## src/rtl/johnson_pkg.sv

```systemverilog
// rtl/johnson_pkg.sv - shared Johnson counter types, FSM encoding and pattern helpers
package johnson_pkg;

  typedef enum logic [1:0] {
    HUNT   = 2'd0,
    VERIFY = 2'd1,
    LOCKED = 2'd2
  } jc_state_e;

  // Helpers work on patterns up to 32 bits wide; idx field covers 2*32 states.
  localparam int JMAX_W = 32;

  typedef struct packed {
    logic       legal;
    logic [5:0] idx;
  } jdec_t;

  function automatic logic [31:0] width_mask(input int w);
    logic [31:0] m;
    if (w >= JMAX_W) m = 32'hFFFF_FFFF;
    else             m = (32'd1 << w) - 32'd1;
    return m;
  endfunction

  function automatic logic [31:0] johnson_next(input logic [31:0] cur, input int w);
    logic [31:0] m;
    m = width_mask(w);
    return ((cur << 1) | {31'd0, ~cur[w-1]}) & m;
  endfunction

  function automatic jdec_t johnson_decode_f(input logic [31:0] pat, input int w);
    jdec_t       d;
    logic [31:0] m;
    logic [31:0] p;
    d = '0;
    m = width_mask(w);
    p = pat & m;
    // MSB clear: ones fill from the LSB; MSB set: zeros fill from the LSB.
    for (int k = 0; k < JMAX_W; k++) begin
      if (k < w) begin
        if (!p[w-1] && (p == ((32'd1 << k) - 32'd1))) begin
          d.legal = 1'b1;
          d.idx   = 6'(k);
        end
        if (p[w-1] && (p == (~((32'd1 << k) - 32'd1) & m))) begin
          d.legal = 1'b1;
          d.idx   = 6'(w + k);
        end
      end
    end
    return d;
  endfunction

endpackage

```

## src/rtl/johnson_decode.sv

```systemverilog
// rtl/johnson_decode.sv - combinational Johnson pattern to {idx, legal} decoder
module johnson_decode
  import johnson_pkg::*;
#(
  parameter int WIDTH = 8,
  parameter int IW    = $clog2(2 * WIDTH)
) (
  input  logic [WIDTH-1:0] cin,
  output logic [IW-1:0]    idx,
  output logic             legal
);

  logic [31:0] w_pat;
  jdec_t       w_dec;

  always_comb begin
    w_pat            = '0;
    w_pat[WIDTH-1:0] = cin;
    w_dec            = johnson_decode_f(w_pat, WIDTH);
  end

  assign legal = w_dec.legal;
  assign idx   = w_dec.legal ? w_dec.idx[IW-1:0] : '0;

endmodule

```

## config.mk

```make
export PLATFORM = sky130hd
export DESIGN_NAME = johnson_decode
export DESIGN_NICKNAME = d
export VERILOG_FILES = /design/src/rtl/johnson_pkg.sv /design/src/rtl/johnson_decode.sv
export SDC_FILE = /design/constraint.sdc
export NUM_CORES = 1
export LEC_CHECK = 0
export ABC_CLOCK_PERIOD_IN_PS = 1600
export CORE_AREA = 2 2 39 41
export DETAILED_ROUTE_END_ITERATION = 8
export DIE_AREA = 0 0 41 43
export MAX_ROUTING_LAYER = met4
export SYNTH_ARGS = -nofsm -noshare
export SYNTH_HDL_FRONTEND = slang
export SYNTH_SLANG_ARGS = --single-unit
```

## constraint.sdc

```tcl
create_clock -name vclk -period 1.6
set_input_delay 0.16 -clock vclk [all_inputs]
set_output_delay 0.16 -clock vclk [all_outputs]
set_load 0.05 [all_outputs]
```

After elaboration in Yosys (flattened, before gate mapping)
Cells that the tools add are included.
- bits in read-only memories: 0
- bits of input ports: 8
- word-level logic and storage cells: 50
- output and inout port bits: 5
- memories: 0
- memory bits (writable): 0
- bits in latches: 0
- register bits after elaboration: 0
- reductions and logical operators: 18
- shift-type cells: 0
- divide/modulo/power cells: 0
- eq/ne operators: 15
- bitwise operators: 0
- mux-type cells: 17
- add/sub/neg operators: 0
- order comparisons: 0
- multipliers: 0
- operators by type and width (operator ; count):
    2-to-1 mux 7 bit ; 16
    == test 8 bit, second input constant ; 8
    logical NOT 32 bit ; 1
    logical AND 1 bit ; 16
    == test 8 x 1 -> 1 bit, second input constant ; 1
    == test 8 x 2 -> 1 bit, second input constant ; 1
    == test 8 x 3 -> 1 bit, second input constant ; 1
    == test 8 x 4 -> 1 bit, second input constant ; 1
    == test 8 x 5 -> 1 bit, second input constant ; 1
    == test 8 x 6 -> 1 bit, second input constant ; 1
    == test 8 x 7 -> 1 bit, second input constant ; 1
    2-to-1 mux 4 bit ; 1
    logical NOT 1 bit ; 1

Longest topological paths before layout
- depth after elaboration: 19
- mapped depth: 4
- mapped depth without buffers: 3

Least setup slack after synthesis
No wires, ideal clock.
- path type: input to output
- start: input cin[4]
- end: output legal
- stages: 4
- setup slack: -64 ps
- arrival: 1504 ps
- buffers on the path: 1
- required time: 1440 ps
- path through: clkbuf_1 > and4_1 > o21ai_1 > o2111ai_1
- word-level cells in the longest chain between the ends: 18
- elaborated cells between the ends (all ways): 48
- those cells by class: eq/ne (15); mux (16); reduce/logical (17)
- RTL lines (element ; RTL line ; source):
    start, declared ; johnson_decode.sv:8 ; input logic [WIDTH-1:0] cin,
    logical NOT 32 bit ; johnson_pkg.sv:41 ; if (!p[w-1] && (p == ((32'd1 << k) - 32'd1))) begin
    logical AND 1 bit ; johnson_pkg.sv:41 ;
    2-to-1 mux 7 bit ; johnson_pkg.sv:41 ;
    2-to-1 mux 7 bit ; johnson_pkg.sv:45 ; if (p[w-1] && (p == (~((32'd1 << k) - 32'd1) & m))) begin
    2-to-1 mux 7 bit ; johnson_pkg.sv:41 ;
    2-to-1 mux 7 bit ; johnson_pkg.sv:45 ;
    2-to-1 mux 7 bit ; johnson_pkg.sv:41 ;
    2-to-1 mux 7 bit ; johnson_pkg.sv:45 ;
    [2 not listed] ; -- ;
    2-to-1 mux 7 bit ; johnson_pkg.sv:41 ;
    2-to-1 mux 7 bit ; johnson_pkg.sv:45 ;
    2-to-1 mux 7 bit ; johnson_pkg.sv:41 ;
    2-to-1 mux 7 bit ; johnson_pkg.sv:45 ;
    2-to-1 mux 7 bit ; johnson_pkg.sv:41 ;
    2-to-1 mux 7 bit ; johnson_pkg.sv:45 ;
    2-to-1 mux 7 bit ; johnson_pkg.sv:41 ;
    2-to-1 mux 7 bit (*) ; johnson_pkg.sv:45 ;
    end, declared ; johnson_decode.sv:10 ; output logic legal
Every way passes the cells marked *; elsewhere a longest branch is shown, timed or not.

Worst setup path after layout
- start: input cin[2]
- end: output legal
Same word-level chain as after synthesis.

==> impl_metrics.toml <==
[status]
status = "complete, no violations"

[synthesis]
syn_avg_cell_area_um2 = 6.55
netlist-cell-type-count = 27
synth_cells = 47
post_synth_instance_area_um2 = 308
mappedNetlistNets = 55
seq_area_frac_synth = 0
synthesis.yosys.warnings = 0

[power_and_ir_drop]
finalPower_mw = 0.132
power.density_cell_area_nw_per_um2 = 205
static-leakage-power_nw = 0.272
power.ir.vdd_worst_mv = 0.0863

[floorplan]
floorplan.core_area_um2 = 1380
initial_core_util = 0.222
top_level_ports = 13
die-area_um2 = 1760
floorplan.die.height_um = 43
fp-row-count = 14
die_w_um = 41

[setup_path]
crit_family = "simple AND/OR/NAND/NOR gates"
worstPathBufferInverterCount = 2
critical_path.startpoint_type = "primary input"
worst_ep_required_ps = 1440
cp-end-kind = "output pin"
critical_path_class = "primary input to output pin"
cpPeakStageDelay_ps = 550
critical_path_top_delay_cell = "sky130_fd_sc_hd__or4_4"
cp_data_arrival_time_ps = 1390
timing.critical_path.cells = "buf_8 -> or4_4 -> a211o_1 -> o2111ai_2 -> buf_12"
critical_path_peak_fanout = 4

[routing]
detail_route.drc_violations = 0
routed_wire_length_per_instance_um = 11.3
number_of_drc_markers_after_the_initial_detailed_route_iteration = 8
routed_wirelength_um = 996
antenna_left = 0
route.vias.total = 448
drt-vias-per-instance = 5.09
first_pass_iters = 4

[layout]
finish.net_count = 82
nFlopsAndLatches = 0
seq_area_um2 = 0
final_layout_size_suffix_gt1_frac = 0.514
antenna_diode_instance_count = 0
fin_util = 0.466
area_growth_pct = 109
clock_buffers = 0

[min_path]
worstHoldPathType = "primary input to output pin"

[timing]
fin_ws_ps = 45.8
final_hold_viol_count = 0
period_needed_ps = 1550
finalSetupTns_ps = 0
max_freq_mhz = 643
slew_headroom = 0.782
setup_repair_after_global_routing_missed_its_margin = "false"
report.final.slew_viol_count = 0
setup_viol_count_final = 0
tightestPinTransition_ps = 322
layout_worst_path_cycle_share = 0.971

[global_routing]
gr-usage-met3 = 0
groute.layer.met1.usage = 0.215
grt_antenna_before_repair = 0
global_route.usage.total = 0.137
grt.met2_usage = 0.206
gr-total-overflow = 0
vias_in_the_first_global_route = 412
grt_pass1_wl_um = 1760
grt-busiest-layer = "met1"
grt_max_degree = 11

[placement]
numPortBuffers = 13
place_congestion = 0.811
dp_hpwl_um = 759
preCtsSetupSlack_ps = -373

[clocking]
hold_buffers = 0

[run]
max-cap-violations = 0
synthesized netlist by cell type:
cell                        count  area share
sky130_fd_sc_hd__nand2_1        7       0.085
sky130_fd_sc_hd__nand2b_1       3       0.061
sky130_fd_sc_hd__clkbuf_1       3       0.037
sky130_fd_sc_hd__or2_2          1       0.020
sky130_fd_sc_hd__or4_1          2       0.049
sky130_fd_sc_hd__nor2_1         1       0.012
sky130_fd_sc_hd__a2bb2o_1       1       0.033
sky130_fd_sc_hd__and2_1         1       0.020
sky130_fd_sc_hd__o21ai_1        1       0.016
sky130_fd_sc_hd__nand3_1        1       0.016
sky130_fd_sc_hd__nor2b_1        4       0.081
sky130_fd_sc_hd__a2111oi_2      1       0.049
sky130_fd_sc_hd__a41o_1         1       0.033
sky130_fd_sc_hd__or4_4          1       0.037
sky130_fd_sc_hd__or2_1          2       0.041
sky130_fd_sc_hd__inv_1          2       0.024
sky130_fd_sc_hd__a211o_1        3       0.085
sky130_fd_sc_hd__o21a_1         1       0.024
sky130_fd_sc_hd__buf_6          1       0.037
sky130_fd_sc_hd__and4_1         1       0.028
sky130_fd_sc_hd__a22o_1         1       0.028
sky130_fd_sc_hd__o41ai_1        1       0.028
sky130_fd_sc_hd__nand4_1        3       0.061
sky130_fd_sc_hd__o2111ai_1      1       0.028
sky130_fd_sc_hd__a2111oi_0      1       0.028
sky130_fd_sc_hd__nor3_1         1       0.016
sky130_fd_sc_hd__o22ai_1        1       0.020
metal layers:
layer | routed length (µm) | up-vias
met4 | 0 | 0
met2 | 478 | 11
li1 | - | 231
met3 | 45 | 0
met1 | 472 | 206
met5 | 0 | -
power breakdown:
group          total [mW]  internal [mW]  leakage [nW]  switching [mW]
Sequential              0              0             0               0
Combinational       0.132         0.0696         0.272          0.0626
Clock                   0              0             0               0
kinds of logic after synthesis:
group	Yosys count	share of synthesized area
and+or+nand+nor	28	0.528
buffers and inverters	6	0.0976
AOI/OAI and AO/OA	13	0.374
final timing paths:
path	start	to	slack [ps]	depth (start not counted)
max	cin[2]	legal	50	5
min	cin[2]	idx[2]	900	5
placed cells by master, fill, tap and decap left out, types with 3 or more instances in the layout:
| cell | count |
|---|---|
| sky130_fd_sc_hd__buf_4 | 16 |
| sky130_fd_sc_hd__nand2_1 | 6 |
| sky130_fd_sc_hd__buf_12 | 5 |
| sky130_fd_sc_hd__nor2b_1 | 4 |
| sky130_fd_sc_hd__buf_2 | 3 |
| sky130_fd_sc_hd__a211o_1 | 3 |
| sky130_fd_sc_hd__nand4_1 | 3 |
| sky130_fd_sc_hd__nand2b_1 | 3 |
| sky130_fd_sc_hd__or4_4 | 3 |
layout make-up:
type,instances,area [µm²]
fill,133,739
tap,16,20.0
multi-input combinational,41,325
inverter,2,7.51
timing repair buffer,29,292
repair_timing:
item                                    4_1_cts  5_1_grt
pin swaps                                     8        4
endpoints found under the setup margin        5        4
buffers inserted                              1        0
gates resized for setup                      40        2
metrics by stage:
stage | area (µm²) | instances | hold slack [ps]
finish | 644 | 88 | 903
global route | 644 | 88 | 935
CTS | 637 | 88 | 900
detailed placement | 606 | 87 | 1180
global placement | 606 | 87 | 1180
floorplan | 315 | 47 | 575
No activity file was read; power rests on OpenSTA's default activity.
